### src/rtl/nn_inference_ctrl.sv
// Inference sequencer: captures a streamed binary image, then walks an external
// single-MAC datapath over every pixel for each output neuron and keeps the arg-max.
module nn_inference_ctrl #(
  parameter int CHUNK_W     = 7,
  parameter int NUM_CHUNKS  = 28,
  parameter int NUM_CLASSES = 10,
  parameter int ACC_W       = 16
) (
  input  logic                    clk,
  input  logic                    rst,
  input  logic                    load_en,
  input  logic [CHUNK_W-1:0]      data_in,
  input  logic signed [ACC_W-1:0] acc_in,
  output logic [7:0]              pix_idx,
  output logic [3:0]              neuron_idx,
  output logic                    pixel_bit,
  output logic                    mac_clr,
  output logic                    mac_en,
  output logic                    image_ready,
  output logic                    busy,
  output logic [3:0]              class_out,
  output logic                    done
);

  localparam int IMG_W = CHUNK_W * NUM_CHUNKS;
  localparam logic [7:0] LAST_PIX   = 8'(IMG_W - 1);
  localparam logic [4:0] LAST_CHUNK = 5'(NUM_CHUNKS - 1);
  localparam logic [3:0] LAST_NEUR  = 4'(NUM_CLASSES - 1);

  typedef enum logic [2:0] {IDLE, LOAD, CLR, MAC, DRAIN, CMP, DONE} state_t;

  state_t                  state;
  logic [IMG_W-1:0]        image;
  logic [4:0]              chunk_cnt;
  logic [7:0]              chunk_base;
  logic signed [ACC_W-1:0] best_score;
  logic [3:0]              best_idx;
  logic                    take_new;
  logic [3:0]              win_idx;

  // Strict signed compare: equal scores never displace the earlier (lower) neuron.
  function automatic logic beats(input logic signed [ACC_W-1:0] cand,
                                 input logic signed [ACC_W-1:0] best);
    return cand > best;
  endfunction

  assign chunk_base = 8'(chunk_cnt) * 8'(CHUNK_W);
  assign pixel_bit  = (pix_idx < 8'(IMG_W)) ? image[pix_idx] : 1'b0;
  assign take_new   = (neuron_idx == 4'd0) || beats(acc_in, best_score);
  assign win_idx    = take_new ? neuron_idx : best_idx;

  always_ff @(posedge clk or posedge rst) begin
    if (rst) begin
      state       <= IDLE;
      image       <= '0;
      chunk_cnt   <= '0;
      best_score  <= '0;
      best_idx    <= '0;
      pix_idx     <= '0;
      neuron_idx  <= '0;
      mac_clr     <= 1'b0;
      mac_en      <= 1'b0;
      image_ready <= 1'b0;
      busy        <= 1'b0;
      class_out   <= '0;
      done        <= 1'b0;
    end else begin
      case (state)
        IDLE: begin
          image_ready <= 1'b0;
          done        <= 1'b0;
          if (load_en) begin
            image[CHUNK_W-1:0] <= data_in;
            chunk_cnt          <= 5'd1;
            busy               <= 1'b1;
            state              <= LOAD;
          end
        end
        LOAD: begin
          if (load_en) begin
            image[chunk_base +: CHUNK_W] <= data_in;
            if (chunk_cnt == LAST_CHUNK) begin
              chunk_cnt   <= '0;
              image_ready <= 1'b1;
              neuron_idx  <= '0;
              pix_idx     <= '0;
              mac_clr     <= 1'b1;
              state       <= CLR;
            end else begin
              chunk_cnt <= chunk_cnt + 5'd1;
            end
          end else begin
            // Aborted load: partial image stays in the register but is never used.
            chunk_cnt <= '0;
            busy      <= 1'b0;
            state     <= IDLE;
          end
        end
        CLR: begin
          mac_clr <= 1'b0;
          mac_en  <= 1'b1;
          pix_idx <= '0;
          state   <= MAC;
        end
        MAC: begin
          if (pix_idx == LAST_PIX) begin
            mac_en  <= 1'b0;
            pix_idx <= '0;
            state   <= DRAIN;
          end else begin
            pix_idx <= pix_idx + 8'd1;
          end
        end
        DRAIN: begin
          // Datapath accumulator is registered; give the last product a cycle to land.
          state <= CMP;
        end
        CMP: begin
          if (take_new) begin
            best_score <= acc_in;
            best_idx   <= neuron_idx;
          end
          if (neuron_idx == LAST_NEUR) begin
            class_out <= win_idx;
            done      <= 1'b1;
            busy      <= 1'b0;
            state     <= DONE;
          end else begin
            neuron_idx <= neuron_idx + 4'd1;
            mac_clr    <= 1'b1;
            state      <= CLR;
          end
        end
        DONE: begin
          if (load_en) begin
            done               <= 1'b0;
            image_ready        <= 1'b0;
            image[CHUNK_W-1:0] <= data_in;
            chunk_cnt          <= 5'd1;
            busy               <= 1'b1;
            state              <= LOAD;
          end
        end
        default: begin
          state <= IDLE;
        end
      endcase
    end
  end

endmodule

### config.mk
export PLATFORM = sky130hd
export DESIGN_NAME = nn_inference_ctrl
export DESIGN_NICKNAME = d
export VERILOG_FILES = /design/src/rtl/nn_inference_ctrl.sv
export SDC_FILE = /design/constraint.sdc
export NUM_CORES = 1
export LEC_CHECK = 0
export CAP_MARGIN = 20
export CORE_MARGIN = 2
export CORE_UTILIZATION = 61
export CTS_BUF_LIST = sky130_fd_sc_hd__clkbuf_4 sky130_fd_sc_hd__clkbuf_8 sky130_fd_sc_hd__clkbuf_16
export DETAILED_ROUTE_END_ITERATION = 6
export PLACE_DENSITY = 0.83
export RECOVER_POWER = 25
export SETUP_SLACK_MARGIN = 0.05
export SLEW_MARGIN = 0
export SYNTH_ARGS = -nofsm -noshare
export SYNTH_HDL_FRONTEND = slang
export SYNTH_SLANG_ARGS = --single-unit
### constraint.sdc
create_clock -name clk -period 10.85 [get_ports clk]
set_input_delay 2.17 -clock clk [delete_from_list [all_inputs] [get_ports clk]]
set_output_delay 2.17 -clock clk [all_outputs]
set_load 0.02 [all_outputs]
==> results of run 1 <==
-- state kept, by name (all words and copies together) (netlist names) --
signal	cells
neuron_idx	4
state	3
mac_clr	1
image	196
image_ready	1
chunk_cnt	5
class_out	4
best_score	16
best_idx	4
done	1
busy	1
mac_en	1
pix_idx	8
-- per-layer routing --
metal / track usage / up-vias
met5: 0 / -
met2: 0.449 / 362
met3: 0.0550 / 94
met1: 0.396 / 4262
li1: - / 3663
met4: 0.100 / 0
-- where the power goes --
part / leakage [nW] / switching, mW / internal, mW / total (mW)
logic: 2.50 / 0.340 / 0.339 / 0.679
clock network: 0.486 / 0.385 / 0.588 / 0.973
registers: 3.28 / 0.152 / 1.06 / 1.22
-- per-stage QoR --
stage          instance area, µm²  setup slack [ps]
2_1_floorplan               12100              1950
3_3_place_gp                12800              5210
3_5_place_dp                12800              5180
4_1_cts                     13700              4560
5_1_grt                     13700              2640
6_report                    13700              3110
-- synth_stat cells, types with 4 or more instances --
library cell  number
o21ai_1            5
dfrtp_1          245
nand4_1           10
nand3_1           33
mux4_2            47
buf_2             14
nor2_1            60
ha_1              24
a21oi_1           21
clkbuf_1          37
a32o_1             5
nand2_1           87
nor2b_1            9
nor4_1             7
inv_1             42
nor3_1             9
mux2_1            19
nand2b_1           6
xnor2_1            5
o31ai_1            5
o21ai_0           68
mux2_2           155
mux4_1             4
mux2i_1           10
o22ai_1            5
-- logic make-up after synthesis --
kind of cell               after synthesis
muxes                                  235
buffers and inverters                  105
and+or+nand+nor                        240
xor gates and xnor gates                 7
adders and majority gates               24
AOI/OAI and AO/OA                      137
DFF                                    245
-- tightest hold or removal path, delay by kind of cell (launching register included) --
family	cells	cell delay, ps
AO/OA/AOI/OAI	1	60
flip-flops	1	340
AND/OR/NAND/NOR	1	50
-- worst paths after layout --
kind / startpoint / endpoint / slack (ps) / cells after the start
min: image[69] / image[69] / 480 / 2
max in group asynchronous: rst / image[36] / 5040 / 3
min in group asynchronous: rst / image[131] / 3440 / 2
max reg2reg: pix_idx[0] / pix_idx[6] / 6850 / 6
max: pix_idx[0] / pixel_bit / 3110 / 8
min reg2reg: image[69] / image[69] / 480 / 2
-- area by class of cell --
cell class                      count  area [µm²]
Sequential cell                   245        6130
Fill cell                        1337        5800
Multi-Input combinational cell    643        5550
Clock buffer                       39         840
Timing Repair Buffer               61         576
Tap cell                          265         332
Inverter                           44         166
Clock inverter                     13         135
==> flow_metrics.env, run 1 <==
export IMPL_yosys_area_top_type_share=0.505
export IMPL_postCtsSetupBuffers=0
export IMPL_layout_commonest_cell="dfrtp_1"
export IMPL_synth_adder_area_share=0.0247
export IMPL_fin_hold_ws_ps=483
export IMPL_slowest_stage="dfrtp_1"
export IMPL_path_cells="mux4_2 -> o21ai_0 -> a211oi_1 -> or4_1 -> o32ai_1 -> a21oi_1 -> o22a_1 -> clkdlybuf4s50_1"
export IMPL_hold_class="reg2reg"
export IMPL_vdd_drop_max_uv=140
export IMPL_synth_main_ff_cell="dfrtp_1"
export IMPL_ys_ff_latch=245
export IMPL_dp_cells=1258
export IMPL_async_flop_share=1.00
export IMPL_ioPinCount=48
export IMPL_setup_viol=0
export IMPL_ys_seq_area_frac=0.505
export IMPL_worst_path_largest_cell_delay_ps=2390
export IMPL_cts_buffers_inserted=28
export IMPL_instances_no_fill=1310
export IMPL_dieArea_um2=21100
export IMPL_num_rows=51
export IMPL_critPathBufInv=1
export IMPL_violations="max-capacitance violations, max-slew violations"
export IMPL_finClkSkew_ps=26.3
export IMPL_yosysTopAreaCell="dfrtp_1"
export IMPL_via_per_inst=6.40
export IMPL_finalHoldViolations=0
export IMPL_grt_overflow=0
export IMPL_ctsHoldBuffers=0
export IMPL_period_needed_ps=7740
export IMPL_wl_met3_um=2590
export IMPL_cts_tree="built"
export IMPL_worstSetupPathType="reg2out"
export IMPL_utilization=0.703
export IMPL_top_layer_used="met4"
export IMPL_wl_per_cell_um=22.3
export IMPL_synth_avg_cell_area_um2=12.2
export IMPL_synth_simple_area_share=0.0910
export IMPL_wl_um=29100
export IMPL_hpwl_um=18300
export IMPL_slew_viol_final=155
export IMPL_nNetsFinal=1073
export IMPL_synth_compound_area_share=0.0692
export IMPL_synth_edf_count=0
export IMPL_worstPathArrival_ps=5570
export IMPL_syn_inst=993
export IMPL_dr_total_vias=8381
export IMPL_antenna_found_initial=0
export IMPL_die_h_um=145
export IMPL_period_share=0.713
export IMPL_drt_iter0_markers=775
export IMPL_met1Wirelength_um=12000
export IMPL_total_power_mw=2.87
export IMPL_route_detailed_drc=0
export IMPL_ant_nets=0
export IMPL_grt_pass1_vias=8631
export IMPL_cp_max_fo=53
export IMPL_worstMarginPinSlew_ps=4450
export IMPL_mappedNetlistArea_um2=12100
export IMPL_synth_xor_area_frac=0.00505
export IMPL_p_leak_nw=6.27
export IMPL_mostFrequentLayoutCells="244 x dfrtp_1, 155 x mux2_2, 87 x nand2_1, 68 x o21ai_0, 60 x nor2_1"
export IMPL_pwr_density_cell_nw_per_um2=209
export IMPL_critPathCaptureType="primary output"
export IMPL_die_x_um=145
export IMPL_required_ps=8680
export IMPL_final_setup_tns_ps=0
export IMPL_synth_top_family_by_area="multiplexers"
export IMPL_yosysWarnings=0
export IMPL_rsz0062_at_grt="false"
export IMPL_drv_cap=2
export IMPL_gp_congestion=0.908
export IMPL_fmax_ghz=0.129
export IMPL_synth_area_leaders="dfrtp_1 50%, mux2_2 14%, mux4_2 8.7%"
export IMPL_areaGrowthSynthToFinish_pct=13.0
export IMPL_insertion_delay_ps=570
export IMPL_core_um2=19500
export IMPL_ctsResizeCount=0
export IMPL_drive_gt1_frac=0.270
export IMPL_track_usage=0.283
export IMPL_synth_nets=1043
export IMPL_htreeDepth=1
export IMPL_io_buffers=47
export IMPL_netlist_cell_type_count=62
export IMPL_drtPass1Iterations=5
export IMPL_clkTransAtPathRegs_ps=60
export IMPL_synthMuxAreaShare=0.265
export IMPL_start_util=0.622
export IMPL_path_delay_family="flip-flops"
export IMPL_outcome="finished, violations left"
export IMPL_grt_pass1_wl_um=47300
export IMPL_met2_length_um=13500
export IMPL_clockBufferDepth=3
export IMPL_cts_sinks=245
export IMPL_cts_root_buf="clkbuf_16"
export IMPL_antenna_cells=0
export IMPL_grt_max_degree=101
export IMPL_slew_headroom=-1.98
export IMPL_critPathLaunchType="register"
No activity file was read; power rests on OpenSTA's default activity.
==> inputs of run 2 (changes only) <==
- CORE_UTILIZATION: 61 -> 55
- PLACE_DENSITY: 0.83 -> 0.79
- clock period: 10.85 -> 7.1 ns (I/O delays scaled with it)
==> flow_metrics.env, run 2 (synthesis results as in run 1) <==
export IMPL_outcome="finished, violations left"
export IMPL_violations="max-capacitance violations, max-slew violations"
export IMPL_core_um2=21800
export IMPL_fmax_ghz=0.169
export IMPL_worstPathArrival_ps=4490
export IMPL_pwr_density_cell_nw_per_um2=309
export IMPL_die_x_um=153
export IMPL_worstSetupPathType="reg2out"
export IMPL_grt_max_degree=200
export IMPL_r2r_start="pix_idx[1]"
export IMPL_htreeDepth=1
export IMPL_top_register="image"
export IMPL_layout_commonest_cell="dfrtp_1"
export IMPL_largest_reg_flops=196
export IMPL_multiInputGateArea_um2=5550
export IMPL_track_usage=0.243
export IMPL_wl_um=28100
export IMPL_die_h_um=153
export IMPL_cts_tree="built"
export IMPL_via_per_inst=6.19
export IMPL_start_util=0.558
export IMPL_min_path_cells=2
export IMPL_drive_gt1_frac=0.265
export IMPL_slowest_stage="dfrtp_1"
export IMPL_num_rows=54
export IMPL_cp_max_fo=36
export IMPL_clkTransAtPathRegs_ps=60
export IMPL_critPathCaptureType="primary output"
export IMPL_hpwl_um=18500
export IMPL_final_setup_tns_ps=0
export IMPL_p_leak_nw=6.22
export IMPL_cts_sinks=245
export IMPL_ctsResizeCount=0
export IMPL_route_detailed_drc=0
export IMPL_num_fill_cells=1653
export IMPL_r2r_cells=7
export IMPL_clockBufferDepth=3
export IMPL_whs_endpoint="image[83]"
export IMPL_slew_viol_final=76
export IMPL_mostFrequentLayoutCells="244 x dfrtp_1, 155 x mux2_2, 87 x nand2_1, 68 x o21ai_0, 60 x nor2_1"
export IMPL_vdd_drop_max_uv=221
export IMPL_ctsHoldBuffers=0
export IMPL_drt_iter0_markers=617
export IMPL_path_cells="buf_4 -> mux4_2 -> mux4_2 -> o21ai_0 -> nor4_1 -> o22a_1 -> clkdlybuf4s50_1"
export IMPL_finalHoldViolations=0
export IMPL_min_from="image[83]"
export IMPL_ant_nets=0
export IMPL_io_buffers=47
export IMPL_antenna_found_initial=0
export IMPL_place_ws_ps=2190
export IMPL_grt_pass1_vias=8271
export IMPL_wl_per_cell_um=21.3
export IMPL_setup_ws_ps=1190
export IMPL_period_needed_ps=5910
export IMPL_setup_viol=0
export IMPL_areaGrowthSynthToFinish_pct=12.2
export IMPL_nNetsFinal=1070
export IMPL_required_ps=5680
export IMPL_r2r_end="pix_idx[4]"
export IMPL_insertion_delay_ps=540
export IMPL_rsz0062_at_grt="false"
export IMPL_critPathBufInv=2
export IMPL_slew_headroom=-0.328
export IMPL_gp_congestion=0.860
export IMPL_dieArea_um2=23300
export IMPL_finClkSkew_ps=20.4
export IMPL_worst_path_largest_cell_delay_ps=1430
export IMPL_path_delay_family="flip-flops"
export IMPL_cts_buffers_inserted=26
export IMPL_cp_common_cell="mux4_2"
export IMPL_fin_area_um2=13600
export IMPL_drtPass1Iterations=5
export IMPL_utilization=0.626
export IMPL_postCtsSetupBuffers=0
export IMPL_fin_hold_ws_ps=481
export IMPL_ioPinCount=48
export IMPL_regToRegSetupSlack_ps=3770
export IMPL_grt_overflow=0
export IMPL_hold_class="reg2reg"
export IMPL_drv_cap=2
export IMPL_largestRegisters="image (196), best_score (16), pix_idx (8)"
export IMPL_period_share=0.833
export IMPL_worstMarginPinSlew_ps=1990
export IMPL_placement_cell_area_um2=12800
export IMPL_grt_pass1_wl_um=45600
export IMPL_dr_total_vias=8159
export IMPL_cts_root_buf="clkbuf_16"
export IMPL_antenna_cells=0
export IMPL_seq_area_um2=6130
export IMPL_critPathLaunchType="register"
## run 2: cell count changes in the layout (fill, tap and decap cells not counted), sizes merged
| cell | change |
|---|---|
| clkdlybuf4s50 | +5 |
| dlygate4sd3 | -5 |
| buf | -2 |
| bufinv | -1 |
| clkinv | -1 |
| clkinvlp | -1 |
| inv | -1 |
## run 2: stage by stage
stage | std cells | total power, mW
floorplan | 993 | 2.60
global placement | 1272 | 2.84
detailed placement | 1272 | 2.88
CTS | 1319 | 4.22
global route | 1319 | 4.40
finish | 1319 | 4.21
## run 2: layout make-up
type | instances | share of cell area
Clock buffer | 38 | 0.0566
Clock inverter | 9 | 0.00615
Inverter | 44 | 0.0122
Multi-Input combinational cell | 643 | 0.407
Sequential cell | 245 | 0.450
Tap cell | 280 | 0.0257
Timing Repair Buffer | 60 | 0.0423
## run 2: power breakdown
group	switching (mW)	leakage, nW	internal (mW)
combinational	0.466	2.50	0.511
clock	0.555	0.433	0.791
sequential	0.265	3.28	1.63
total	1.29	6.22	2.93
## run 2: worst max-delay path by stage
stage | start | endpoint | cells past startpoint
after CTS | pix_idx[0] | pixel_bit | 8
after floorplan | rst | best_idx[0] | 1
final | pix_idx[1] | pixel_bit | 7
after global routing | pix_idx[1] | pixel_bit | 7
after detailed placement | pix_idx[0] | pixel_bit | 8
after global placement | pix_idx[0] | pixel_bit | 8
## run 2: routing by layer
| layer | vias to the layer above | part of all wire | GRT usage |
|---|---|---|---|
| met1 | 4136 | 0.43 | 0.353 |
| met3 | 46 | 0.082 | 0.0458 |
| met4 | 0 | 0.017 | 0.0608 |
| met5 | - | 0 | 0 |
| met2 | 329 | 0.48 | 0.384 |
| li1 | 3648 | - | - |
## run 2: worst register-to-register path, cell delays in order, from the launching register on
cell,delay [ps]
dfrtp_1,1430
buf_4,500
ha_1,310
nand4_1,200
nand3_1,410
nor2b_1,90
o21ai_0,160
o31ai_1,90
